[src/rtl/oven_countdown_timer.sv]
// MM:SS oven countdown timer: button-set setpoint with auto-repeat, run/abort switch,
// alarm at 00:00, four active-low 7-segment digits. Single clock, clock-enable style.
module oven_countdown_timer #(
  parameter int TICK_CYCLES   = 50000000,
  parameter int REPEAT_CYCLES = 10000000,
  parameter int STEP_SEC      = 5,
  parameter int MAX_MIN       = 99
) (
  input  logic       clk,
  input  logic       rst,
  input  logic       btn_up_n,
  input  logic       btn_down_n,
  input  logic       btn_clear_n,
  input  logic       run_sw,
  output logic [6:0] seg0,
  output logic [6:0] seg1,
  output logic [6:0] seg2,
  output logic [6:0] seg3,
  output logic       running,
  output logic       alarm,
  output logic       tick
);

  typedef enum logic [1:0] {ST_SET, ST_RUN, ST_DONE} state_e;

  localparam int              PW         = $clog2(TICK_CYCLES);
  localparam int              RW         = $clog2(REPEAT_CYCLES);
  localparam logic [PW-1:0]   PRESC_LAST = PW'(TICK_CYCLES - 1);
  localparam logic [RW-1:0]   REP_LAST   = RW'(REPEAT_CYCLES - 1);
  localparam logic [5:0]      STEP       = 6'(STEP_SEC);
  localparam logic [6:0]      MIN_MAX    = 7'(MAX_MIN);

  // ---------------------------------------------------------------------------
  // Input synchronisers, order {up_n, down_n, clear_n, run_sw}; idle values on reset
  // ---------------------------------------------------------------------------
  logic [3:0] sync_meta;
  logic [3:0] sync_q;

  // NOTE: every register is written with <= so all flops sample the same pre-edge values.
  always_ff @(posedge clk) begin
    if (rst) begin
      sync_meta <= 4'b1110;
      sync_q    <= 4'b1110;
    end else begin
      sync_meta <= {btn_up_n, btn_down_n, btn_clear_n, run_sw};
      sync_q    <= sync_meta;
    end
  end

  logic up_held, down_held, clear_act, run_s;
  logic only_up, only_down, any_press, rep_fire;
  logic up_held_q, down_held_q, run_q;
  logic step_up_q, step_down_q, run_rise_q;
  logic [RW-1:0] rep_cnt;

  assign up_held   = ~sync_q[3];
  assign down_held = ~sync_q[2];
  assign clear_act = ~sync_q[1];
  assign run_s     =  sync_q[0];
  assign only_up   = up_held & ~down_held;
  assign only_down = down_held & ~up_held;
  assign any_press = (only_up & ~up_held_q) | (only_down & ~down_held_q);
  assign rep_fire  = (only_up | only_down) & ~any_press & (rep_cnt == REP_LAST);

  // Step requests are registered, adding the third cycle of press-to-setpoint latency.
  always_ff @(posedge clk) begin
    if (rst) begin
      up_held_q   <= 1'b0;
      down_held_q <= 1'b0;
      run_q       <= 1'b0;
      rep_cnt     <= '0;
      step_up_q   <= 1'b0;
      step_down_q <= 1'b0;
      run_rise_q  <= 1'b0;
    end else begin
      up_held_q   <= up_held;
      down_held_q <= down_held;
      run_q       <= run_s;
      run_rise_q  <= run_s & ~run_q;
      step_up_q   <= only_up & ((only_up & ~up_held_q) | rep_fire);
      step_down_q <= only_down & ((only_down & ~down_held_q) | rep_fire);
      if (!(only_up || only_down) || any_press || rep_cnt == REP_LAST) begin
        rep_cnt <= '0;
      end else begin
        rep_cnt <= rep_cnt + RW'(1);
      end
    end
  end

  // ---------------------------------------------------------------------------
  // Time arithmetic on binary {min, sec}
  // ---------------------------------------------------------------------------
  function automatic logic [12:0] inc_step(input logic [6:0] m, input logic [5:0] s);
    logic [6:0] sum;
    sum = {1'b0, s} + {1'b0, STEP};
    if (sum < 7'd60)      return {m, sum[5:0]};
    else if (m < MIN_MAX) return {m + 7'd1, 6'd0};
    else                  return {m, s};
  endfunction

  function automatic logic [12:0] dec_step(input logic [6:0] m, input logic [5:0] s);
    if (s >= STEP)     return {m, s - STEP};
    else if (m != '0)  return {m - 7'd1, 6'd60 - STEP};
    else               return {m, s};
  endfunction

  function automatic logic [12:0] count_down(input logic [6:0] m, input logic [5:0] s);
    if (s != '0) return {m, s - 6'd1};
    else         return {m - 7'd1, 6'd59};
  endfunction

  state_e        state;
  logic [6:0]    set_min, rem_min;
  logic [5:0]    set_sec, rem_sec;
  logic [PW-1:0] presc;
  logic [12:0]   set_inc, set_dec, rem_next;
  logic          set_nonzero, rem_last;

  assign set_inc     = inc_step(set_min, set_sec);
  assign set_dec     = dec_step(set_min, set_sec);
  assign rem_next    = count_down(rem_min, rem_sec);
  assign set_nonzero = (set_min != '0) || (set_sec != '0);
  assign rem_last    = (rem_min == '0) && (rem_sec == 6'd1);

  // ---------------------------------------------------------------------------
  // Mode FSM with registered status outputs
  // ---------------------------------------------------------------------------
  always_ff @(posedge clk) begin
    if (rst) begin
      state   <= ST_SET;
      set_min <= '0;
      set_sec <= '0;
      rem_min <= '0;
      rem_sec <= '0;
      presc   <= '0;
      running <= 1'b0;
      alarm   <= 1'b0;
      tick    <= 1'b0;
    end else begin
      tick <= 1'b0;
      unique case (state)
        ST_SET: begin
          if (clear_act) begin
            set_min <= '0;
            set_sec <= '0;
          end else if (step_up_q) begin
            {set_min, set_sec} <= set_inc;
          end else if (step_down_q) begin
            {set_min, set_sec} <= set_dec;
          end
          if (run_rise_q && set_nonzero) begin
            rem_min <= set_min;
            rem_sec <= set_sec;
            presc   <= '0;
            running <= 1'b1;
            state   <= ST_RUN;
          end
        end
        ST_RUN: begin
          if (!run_s) begin
            // Abort takes priority over a coincident final tick.
            running <= 1'b0;
            state   <= ST_SET;
          end else if (presc == PRESC_LAST) begin
            presc              <= '0;
            tick               <= 1'b1;
            {rem_min, rem_sec} <= rem_next;
            if (rem_last) begin
              running <= 1'b0;
              alarm   <= 1'b1;
              state   <= ST_DONE;
            end
          end else begin
            presc <= presc + PW'(1);
          end
        end
        ST_DONE: begin
          if (!run_s) begin
            alarm <= 1'b0;
            state <= ST_SET;
          end
        end
        default: state <= ST_SET;
      endcase
    end
  end

  // ---------------------------------------------------------------------------
  // Display
  // ---------------------------------------------------------------------------
  logic [6:0] disp_min;
  logic [5:0] disp_sec;

  // NOTE: defaults first in always_comb so no path leaves a signal unassigned (no latch).
  always_comb begin
    disp_min = '0;
    disp_sec = '0;
    if (state == ST_SET) begin
      disp_min = set_min;
      disp_sec = set_sec;
    end else if (state == ST_RUN) begin
      disp_min = rem_min;
      disp_sec = rem_sec;
    end
  end

  function automatic logic [6:0] seg7(input logic [3:0] d);
    case (d)
      4'd0:    return 7'b1000000;
      4'd1:    return 7'b1111001;
      4'd2:    return 7'b0100100;
      4'd3:    return 7'b0110000;
      4'd4:    return 7'b0011001;
      4'd5:    return 7'b0010010;
      4'd6:    return 7'b0000010;
      4'd7:    return 7'b1111000;
      4'd8:    return 7'b0000000;
      4'd9:    return 7'b0010000;
      default: return 7'b1111111;
    endcase
  endfunction

  assign seg3 = seg7(4'(disp_min / 7'd10));
  assign seg2 = seg7(4'(disp_min % 7'd10));
  assign seg1 = seg7(4'(disp_sec / 6'd10));
  assign seg0 = seg7(4'(disp_sec % 6'd10));

endmodule

[config.mk]
export PLATFORM = sky130hd
export DESIGN_NAME = oven_countdown_timer
export DESIGN_NICKNAME = d
export VERILOG_FILES = /design/src/rtl/oven_countdown_timer.sv
export SDC_FILE = /design/constraint.sdc
export NUM_CORES = 1
export LEC_CHECK = 0
export CORE_MARGIN = 8
export CORE_UTILIZATION = 50
export DETAILED_ROUTE_END_ITERATION = 8
export PLACE_DENSITY = 0.65
export SETUP_SLACK_MARGIN = 0.2
export SYNTH_ARGS = -nofsm -noshare
export SYNTH_HDL_FRONTEND = slang
export SYNTH_SLANG_ARGS = --single-unit
export TNS_END_PERCENT = 1
[constraint.sdc]
create_clock -name clk -period 5.9 [get_ports clk]
set_input_delay 1.77 -clock clk [delete_from_list [all_inputs] [get_ports clk]]
set_output_delay 1.77 -clock clk [all_outputs]
set_load 0.03 [all_outputs]
==> results.py, run 1 <==
metrics = {
    "timing": {
        "relSlewSlack_pct": 19.43,
        "rsz0062_at_grt": "yes",
        "fin_crit_sh_pct": 95.20,
        "finalSetupViolations": 0,
        "maxSlewViolCount": 0,
        "fin_skew_ps": 6.757,
        "worst_slew_pin_slew_ps": 1208,
        "period_needed_ps": 5617,
        "fmax_mhz": 178.0,
        "tns_ps": 0,
        "final_hold_viol_count": 0,
    },
    "critical_path": {
        "crit_slowest_cell": "dfxtp_1",
        "end_kind": "primary output",
        "worstSetupPathType": "reg2out",
        "start_kind": "flop",
        "reg2reg_depth": 7,
        "crit_cells": 15,
        "worstPathRequired_ps": 4130,
        "path_max_fanout": 11,
        "regToRegStartpoint": "presc[0]",
        "cp_top_family": "compound AO/OA/AOI/OAI gates",
        "reg2reg_to": "presc[11]",
        "r2r_setup_slack_ps": 2500,
        "cp_cell_sequence": "mux2i_1, or2_2, a41oi_1, a22o_1, ha_4, nor2_1, o311ai_2, a21o_1, and3_2, xnor2_2, inv_1, ha_1, nand2b_1, o221a_1, clkdlybuf4s15_2",
        "crit_arrival_ps": 3850,
        "slowest_delay_ps": 590,
        "worst-path-buf-inv": 2,
    },
    "clocking": {
        "numCtsBuffers": 9,
        "cts-root-buf": "clkbuf_16",
        "numClockSinks": 95,
        "clk_pin_slew_ps": 60,
        "clockBufferDepth": 2,
        "postCtsHoldBufs": 0,
        "cts_tree": "built",
        "cts_max_level": 3,
        "clock_latency_ps": 350,
    },
    "detailed_routing": {
        "viasPerCell": 5.935,
        "post_drt_wl_per_cell_um": 15.81,
        "vias": 6617,
        "routed_wl_um": 17630,
        "drt-initial-drc-count": 632,
        "drc": 0,
        "ant_nets": 0,
        "drt_pass1_iterations": 5,
    },
    "final_layout": {
        "area_growth_pct": 14.54,
        "num_antenna_cells": 0,
        "mostFrequentLayoutCells": "nor2_1 (100), dfxtp_1 (93), nand2_1 (80)",
        "drive_above_1_share_pct": 14.44,
        "nFillCells": 1287,
        "nNetsFinal": 975,
        "fin_util_pct": 57.91,
        "final_common_cell": "nor2_1",
    },
    "die": {
        "die_x_um": 133.8,
        "fp.coreArea_sq_um": 13720,
        "io_pins": 37,
        "dieArea_sq_um": 17900,
        "row_count": 43,
        "chipHeight_um": 133.8,
        "start_util_pct": 50.56,
    },
    "logic_synthesis": {
        "async_flop_share_pct": 0,
        "synth.area.top_cells": "dfxtp_1 (27%), ha_1 (6.9%), nor2_1 (5.5%)",
        "synthesis.nets": 943,
        "synth_top_flop_cell": "dfxtp_1",
        "syn_area_sq_um": 6937,
        "yosys_warnings": 0,
        "synthCells": 899,
        "ys_seq_area_share_pct": 27.42,
        "synth_edf_count": 0,
        "yosys_register_bits": 95,
        "yosysTopAreaCell": "dfxtp_1",
        "avgSynthCellArea_sq_um": 7.716,
        "synth_cell_type_count": 79,
        "netlist.area_leader.share_pct": 27.42,
    },
    "place": {
        "hpwlAfterDp_um": 12960,
        "gp_congestion": 0.9374,
        "port_buffers": 36,
    },
    "power": {
        "p_leak_nw": 2.993,
        "power_density_nw_per_um2": 328.2,
        "ir_drop_mv": 0.1824,
    },
    "worst_hold_path": {
        "min-delay-start": "run_q",
        "hold_class": "reg2reg",
        "hold_depth": 1,
        "worstHoldEndpoint": "run_rise_q",
    },
    "global_routing": {
        "grt_use_total_pct": 19.09,
        "grt_max_degree": 46,
        "grt_pass1_vias": 6032,
        "grt_overflow": 0,
        "grt_pass1_wl_um": 29100,
        "antenna_found_initial": 0,
    },
    "job": {
        "drv_cap": 0,
    },
    "outcome": {
        "status": "finished clean",
    },
}
## Yosys cell counts, types with 16 or more instances
library cell / count
nand2_1: 80
nand3_1: 34
mux2i_1: 25
o21ai_0: 45
a21oi_1: 56
nor3_1: 20
xor2_1: 24
and3_1: 16
ha_1: 38
nor2_1: 101
inv_1: 39
clkbuf_1: 36
dfxtp_1: 95
or2_2: 18
xnor2_1: 26
## flip-flops by register name, indices dropped and copies added, names as in the netlist, 4 cells and up
name       cells
set_sec        6
set_min        7
sync_q         4
presc         26
sync_meta      4
rem_min        7
rem_sec        6
rep_cnt       24
## worst reg2reg max path, cell delays in order, from the launching register on
cell,delay (ps)
dfxtp_1,370
ha_1,210
nand2_1,150
or4_1,520
o41ai_1,640
nand3_1,440
nand2b_1,790
nor2_1,130
## stage by stage
stage / instance area (sq um) / hold slack, ps / instances / worst slack [ps] / power, mW
3_3_place_gp: 7490 / 381.5 / 1098 / 255.1 / 1.929
5_1_grt: 7945 / 414.8 / 1115 / 59.55 / 2.765
6_report: 7945 / 393.4 / 1115 / 283.4 / 2.607
2_1_floorplan: 6943 / 368.2 / 899 / 221.5 / 1.587
4_1_cts: 7850 / 393.0 / 1115 / 174.8 / 2.591
3_5_place_dp: 7490 / 382.5 / 1098 / 136.1 / 1.958
## worst max path at each step
stage | from | endpoint | slack [ps]
2_1_floorplan | state[1] | seg2[6] | 220
3_3_place_gp | state[0] | seg2[0] | 260
3_5_place_dp | state[0] | seg2[0] | 140
4_1_cts | state[0] | seg0[3] | 170
5_1_grt | rem_min[2] | seg2[0] | 60
6_report | rem_min[2] | seg2[0] | 280
## logic make-up (layout without fill, tap and decap cells)
| family | after synthesis | after routing | synth area share, % |
|---|---|---|---|
| AND/OR/NAND/NOR | 372 | 372 | 27.26 |
| AO/OA/AOI/OAI | 220 | 220 | 21.52 |
| flip-flops | 95 | 95 | 27.42 |
| buffers and inverters | 92 | 128 | 5.844 |
| XOR/XNOR | 50 | 50 | 6.313 |
| adder cells (fa/ha/maj) | 38 | 38 | 6.854 |
| multiplexers | 32 | 32 | 4.798 |
## cell type report
cell class / count / area, sq um / area share, %
clock buffer: 10 / 239.0 / 3.008
sequential: 95 / 1904 / 23.97
timing repair buffer: 74 / 599.3 / 7.543
clock inverter: 5 / 82.58 / 1.039
inverter: 39 / 146.4 / 1.843
multi-input combinational: 712 / 4748 / 59.76
tap: 180 / 225.2 / 2.835
## where the power goes
| group | switching (mW) | leakage [nW] | internal [mW] |
|---|---|---|---|
| clock | 0.248 | 0.159 | 0.381 |
| sequential | 0.0283 | 0.770 | 0.660 |
| combinational | 0.778 | 2.06 | 0.512 |
## layer usage
metal  GRT usage [%]  vias up  share of wire (%)
met2           29.96      194                 46
met4           5.802        0                1.4
met1           25.63     3104                 47
li1                -     3297                  -
met3           4.114       22                5.7
met5               0        -                  0
## what timing repair did
item                                    in CTS  in global routing
setup buffers                                2                  0
pin swaps                                    2                  1
hold endpoints to repair                     0                  0
endpoints found under the setup margin      10                 20
gates resized for setup                     14                 24
Note: power is estimated with default switching activity, not from simulation.
==> run 2: changes to the inputs <==
--- a/config.mk
+++ b/config.mk
@@ -5,11 +5,13 @@
 export SDC_FILE = /design/constraint.sdc
 export NUM_CORES = 1
 export LEC_CHECK = 0
+export CELL_PAD_IN_SITES_DETAIL_PLACEMENT = 0
+export CELL_PAD_IN_SITES_GLOBAL_PLACEMENT = 1
 export CORE_MARGIN = 8
-export CORE_UTILIZATION = 50
+export CORE_UTILIZATION = 46
 export DETAILED_ROUTE_END_ITERATION = 8
-export PLACE_DENSITY = 0.65
-export SETUP_SLACK_MARGIN = 0.2
+export PLACE_DENSITY = 0.79
+export SETUP_SLACK_MARGIN = 0.3
 export SYNTH_ARGS = -nofsm -noshare
 export SYNTH_HDL_FRONTEND = slang
 export SYNTH_SLANG_ARGS = --single-unit
==> run 2 against run 1 <==
Combinational power about the same. Power down 3.9%. Utilization down 5.1 points. Die area up 7.6%. Critical path type unchanged. Via count down 0.74%. Critical path depth up 2.
==> results.py, run 2 (synthesized netlist as in run 1, its figures left out) <==
metrics = {
    "job": {
        "drv_cap": 0,
    },
    "place": {
        "dpl_worst_slack_ps": -9.146,
        "port_buffers": 36,
        "gp_congestion": 0.9367,
        "hpwlAfterDp_um": 12910,
    },
    "power": {
        "p_leak_nw": 2.968,
        "swShare_pct": 41.78,
        "intPower_mw": 1.458,
        "clockPowerShare_pct": 21.1,
        "p_sw_mw": 1.046,
        "pwr-share-comb_pct": 51.3,
        "ir_drop_mv": 0.2124,
        "seqPwrFrac_pct": 27.6,
        "power_mw": 2.505,
        "power_density_nw_per_um2": 316.7,
    },
    "timing": {
        "fmax_mhz": 175.8,
        "tns_ps": 0,
        "rsz0062_at_grt": "yes",
        "maxSlewViolCount": 0,
        "setup_ws_ps": 210.4,
        "fin_crit_sh_pct": 96.43,
        "final_hold_viol_count": 0,
        "period_needed_ps": 5690,
        "fin_skew_ps": 8.299,
        "relSlewSlack_pct": 22.23,
        "finalSetupViolations": 0,
        "worst_slew_pin_slew_ps": 1166,
        "whs_ps": 382.6,
    },
    "clocking": {
        "numClockSinks": 95,
        "cts-root-buf": "clkbuf_16",
        "cts_tree": "built",
        "postCtsHoldBufs": 0,
        "cts_max_level": 3,
        "clk_pin_slew_ps": 70,
        "numCtsBuffers": 9,
        "clock_latency_ps": 330,
        "clockBufferDepth": 2,
    },
    "global_routing": {
        "antenna_found_initial": 0,
        "grt_overflow": 0,
        "grt_max_degree": 46,
        "grt_pass1_wl_um": 29950,
        "grt_pass1_vias": 6186,
        "grt_use_total_pct": 17.95,
    },
    "die": {
        "chipHeight_um": 138.8,
        "start_util_pct": 46.32,
        "die_x_um": 138.8,
        "dieArea_sq_um": 19270,
        "io_pins": 37,
        "row_count": 45,
        "fp.coreArea_sq_um": 14980,
    },
    "final_layout": {
        "multi_input_area_sq_um": 4750,
        "regMostFlops": "presc",
        "area_growth_pct": 14.03,
        "regArea_sq_um": 1907,
        "final_common_cell": "nor2_1",
        "largest_reg_flops": 26,
        "reg_top3": "presc x26, rep_cnt x24",
        "fin_util_pct": 52.82,
        "nNetsFinal": 970,
        "num_antenna_cells": 0,
        "drive_above_1_share_pct": 14.32,
        "nFillCells": 1457,
        "mostFrequentLayoutCells": "nor2_1 (101), dfxtp_1 (91), nand2_1 (80)",
    },
    "detailed_routing": {
        "post_drt_wl_per_cell_um": 15.90,
        "drt-initial-drc-count": 361,
        "ant_nets": 0,
        "drt_pass1_iterations": 5,
        "drc": 0,
        "viasPerCell": 5.880,
        "vias": 6568,
        "routed_wl_um": 17760,
    },
    "critical_path": {
        "regToRegStartpoint": "set_min[0]",
        "slowest_delay_ps": 370,
        "worstPathRequired_ps": 4130,
        "cp_cell_sequence": "buf_12, mux2i_2, or2_4, inv_1, ha_1, nor3b_2, buf_4, o32ai_2, a32o_1, a21oi_1, xnor2_1, inv_1, ha_1, a211oi_1, o21ai_1, o31a_1, clkdlybuf4s15_2",
        "critPathLaunch": "state[0]",
        "start_kind": "flop",
        "worstSetupPathType": "reg2out",
        "crit_slowest_cell": "dfxtp_2",
        "path_max_fanout": 15,
        "end_kind": "primary output",
        "crit_arrival_ps": 3920,
    },
    "worst_hold_path": {
        "min-delay-start": "run_q",
        "hold_class": "reg2reg",
    },
    "outcome": {
        "status": "finished clean",
    },
}
## run 2: changes by cell type in the layout (fill, tap and decap cells not counted), sizes merged
cell	before	now
buf	58	52
bufinv	2	0
clkinvlp	0	2
clkdlybuf4s18	0	1
clkdlybuf4s15	2	3
clkbuf	12	9
bufbuf	0	1
dlymetal6s2s	3	4
clkdlybuf4s50	9	8
## run 2: area by class of cell
cell class	instances	share of cell area, %
Inverter	39	1.851
Timing Repair Buffer	69	7.703
Sequential cell	95	24.11
Clock buffer	9	2.847
Multi-Input combinational cell	712	60.04
Clock inverter	5	0.4745
Tap cell	188	2.974
## run 2: layer usage
metal | GRT usage (%) | wire (um) | vias up | part of all wire (%)
li1 | - | - | 3293 | -
met1 | 22.97 | 8186 | 3104 | 46
met2 | 31.02 | 8565 | 155 | 48
met3 | 2.238 | 761 | 16 | 4.3
met4 | 5.026 | 246 | 0 | 1.4
met5 | 0 | 0 | - | 0
## run 2: power by group through the flow
| stage | clock, mW | combinational [mW] | sequential [mW] |
|---|---|---|---|
| final | 0.529 | 1.28 | 0.691 |
| after global routing | 0.571 | 1.39 | 0.693 |
| after CTS | 0.547 | 1.27 | 0.690 |
| after detailed placement | 0 | 1.24 | 0.704 |
| after global placement | 0 | 1.22 | 0.704 |
| after floorplan | 0 | 0.900 | 0.687 |
## run 2: per-stage QoR
step / std cells / instance area [sq um]
6_report: 1117 / 7910
3_3_place_gp: 1100 / 7467
2_1_floorplan: 899 / 6943
3_5_place_dp: 1100 / 7467
4_1_cts: 1117 / 7851
5_1_grt: 1117 / 7910
## run 2: final timing paths
check               end  slack, ps  cells after the start
max             seg0[3]        210                     17
min          run_rise_q        380                      1
max reg2reg   presc[21]       2420                     10
min reg2reg  run_rise_q        380                      1
## run 2: repair_timing
item,CTS,global route
buffers inserted,2,0
endpoints found under the setup margin,22,24
gates resized for setup,25,17
pin swaps,4,5
cloned,1,0
## run 2: worst max-delay path, delay by kind of cell, from the launching register on
family / cells / cell delay (ps)
mux: 1 / 320
xor+xnor: 1 / 260
buf+inv: 5 / 820
fa+ha+maj: 2 / 370
compound gates: 6 / 1040
simple gates: 2 / 400
flops: 1 / 370
==> run 3: changes to the inputs <==
--- a/config.mk
+++ b/config.mk
@@ -11,7 +11,7 @@
 export CORE_UTILIZATION = 46
 export DETAILED_ROUTE_END_ITERATION = 8
 export PLACE_DENSITY = 0.79
-export SETUP_SLACK_MARGIN = 0.3
+export SETUP_SLACK_MARGIN = 0.2
 export SYNTH_ARGS = -nofsm -noshare
 export SYNTH_HDL_FRONTEND = slang
 export SYNTH_SLANG_ARGS = --single-unit
==> run 3 against run 2 <==
Clock skew about the same. Register-to-register slack got worse by 20 ps. Sequential share of layout area increased by 0.087 points. Hold slack about the same. Setup slack improved by 53 ps. Via count decreased by 0.75%. Utilization decreased by 0.26 points. Clock power about the same. Power decreased by 0.52%. Flip-flop and latch count unchanged. First-iteration DRC count decreased by 12%. Critical endpoint is now seg1[6]. Highest routed layer unchanged.
==> results.py, run 3 (synthesized netlist as in run 1, its figures left out) <==
metrics = {
    "final_layout": {
        "area_growth_pct": 13.47,
        "reg_top3": "presc x26, rep_cnt x24",
        "nNetsFinal": 969,
        "mostFrequentLayoutCells": "nor2_1 (101), dfxtp_1 (93), nand2_1 (80)",
        "drive_above_1_share_pct": 13.36,
        "fin_util_pct": 52.56,
        "largest_reg_flops": 26,
        "regMostFlops": "presc",
        "final_common_cell": "nor2_1",
        "num_antenna_cells": 0,
        "fin_area_sq_um": 7871,
        "nFillCells": 1456,
    },
    "detailed_routing": {
        "routed_wl_um": 17650,
        "drt_pass1_iterations": 5,
        "viasPerCell": 5.841,
        "ant_nets": 0,
        "vias": 6519,
        "drt-initial-drc-count": 317,
        "drc": 0,
        "post_drt_wl_per_cell_um": 15.82,
    },
    "clocking": {
        "cts_tree": "built",
        "clock_latency_ps": 330,
        "numClockSinks": 95,
        "numCtsBuffers": 9,
        "clockBufferDepth": 2,
        "cts-root-buf": "clkbuf_16",
        "clk_pin_slew_ps": 70,
        "cts_max_level": 3,
    },
    "die": {
        "chipHeight_um": 138.8,
        "start_util_pct": 46.32,
        "row_count": 45,
        "fp.coreArea_sq_um": 14980,
        "dieArea_sq_um": 19270,
        "die_x_um": 138.8,
        "io_pins": 37,
    },
    "timing": {
        "fin_crit_sh_pct": 95.53,
        "fin_skew_ps": 8.349,
        "worst_slew_pin_slew_ps": 1166,
        "relSlewSlack_pct": 22.27,
        "setup_ws_ps": 263.8,
        "final_hold_viol_count": 0,
        "finalSetupViolations": 0,
        "rsz0062_at_grt": "yes",
        "tns_ps": 0,
        "maxSlewViolCount": 0,
        "period_needed_ps": 5636,
        "fmax_mhz": 177.4,
    },
    "critical_path": {
        "cp_top_family": "buffers and inverters",
        "worstPathRequired_ps": 4130,
        "worst-path-buf-inv": 5,
        "path_max_fanout": 15,
        "end_kind": "primary output",
        "cp_cell_sequence": "buf_12, mux2i_4, or2_4, inv_1, ha_1, nor3b_2, o2bb2ai_1, a221oi_2, o21ai_0, a21oi_1, buf_4, inv_1, ha_1, nand2_1, o21ai_0, clkdlybuf4s50_1",
        "slowest_delay_ps": 640,
        "worstSetupPathType": "reg2out",
        "crit_slowest_cell": "clkdlybuf4s50_1",
        "r2r_setup_slack_ps": 2400,
        "start_kind": "flop",
        "crit_arrival_ps": 3870,
    },
    "global_routing": {
        "grt_use_total_pct": 17.91,
        "grt_overflow": 0,
        "grt_pass1_wl_um": 29890,
        "grt_pass1_vias": 6167,
        "antenna_found_initial": 0,
        "grt_max_degree": 46,
    },
    "power": {
        "power_mw": 2.492,
        "ir_drop_mv": 0.2118,
        "power_density_nw_per_um2": 316.6,
        "p_leak_nw": 2.929,
    },
    "place": {
        "port_buffers": 36,
        "postPlaceCellArea_sq_um": 7467,
        "hpwlAfterDp_um": 12910,
        "gp_congestion": 0.9367,
        "dpl_worst_slack_ps": -9.146,
    },
    "outcome": {
        "status": "finished clean",
    },
    "job": {
        "drv_cap": 0,
    },
    "worst_hold_path": {
        "hold_class": "reg2reg",
    },
}
[run 3: changes by cell type in the layout (fill, tap and decap cells not counted), sizes merged]
cell / previous run / this run
dlymetal6s2s: 4 / 1
buf: 52 / 51
clkdlybuf4s18: 1 / 0
clkbuf: 9 / 10
clkdlybuf4s50: 8 / 11
[run 3: path summary, 6_finish.rpt]
kind | startpoint | end | depth (start not counted)
max | state[0] | seg1[6] | 16
min | run_q | run_rise_q | 1
max reg2reg | set_min[0] | presc[21] | 10
min reg2reg | run_q | run_rise_q | 1
[run 3: stage by stage]
| step | hold WS (ps) | instances |
|---|---|---|
| final | 382.6 | 1116 |
| after global routing | 392.4 | 1116 |
| after CTS | 382.5 | 1116 |
| after detailed placement | 371.2 | 1100 |
| after global placement | 371.1 | 1100 |
| after floorplan | 368.2 | 899 |
[run 3: area by class of cell]
| type | instances | area, sq um | share of cell area [%] |
|---|---|---|---|
| Sequential cell | 95 | 1904 | 24.19 |
| Clock buffer | 9 | 225.2 | 2.861 |
| Inverter | 39 | 146.4 | 1.860 |
| Tap cell | 188 | 235.2 | 2.988 |
| Multi-Input combinational cell | 712 | 4733 | 60.13 |
| Timing Repair Buffer | 68 | 589.3 | 7.487 |
| Clock inverter | 5 | 37.54 | 0.4769 |
[run 3: worst register-to-register path, cell delays in order, from the launching register on]
cell and delay, ps:
dfxtp_1 520, inv_1 210, ha_1 240, nor3b_1 150, a41oi_1 450, mux2_2 300, nand2_1 170, nor4_1 870
nand4_1 210, xor2_1 190, nor2_1 50
[run 3: power by group]
group          switching (mW)  total (mW)  internal (mW)
Combinational           0.762        1.27          0.509
Sequential             0.0313       0.692          0.660
Clock                   0.248       0.529          0.282
Total                    1.04        2.49           1.45
[run 3: per-layer routing]
layer | vias up | global-route usage (%) | wire, um
met5 | - | 0 | 0
met4 | 0 | 4.910 | 236
met3 | 16 | 2.238 | 635
met2 | 131 | 30.89 | 8571
met1 | 3082 | 23.01 | 8209
li1 | 3290 | - | -
[run 3: what timing repair did]
item | 4_1_cts | 5_1_grt
hold buffers | 0 | 0
resized for setup | 21 | 10
pin swaps | 4 | 3
setup buffers | 1 | 0
gates cloned | 1 | 0
setup endpoints to repair | 16 | 19
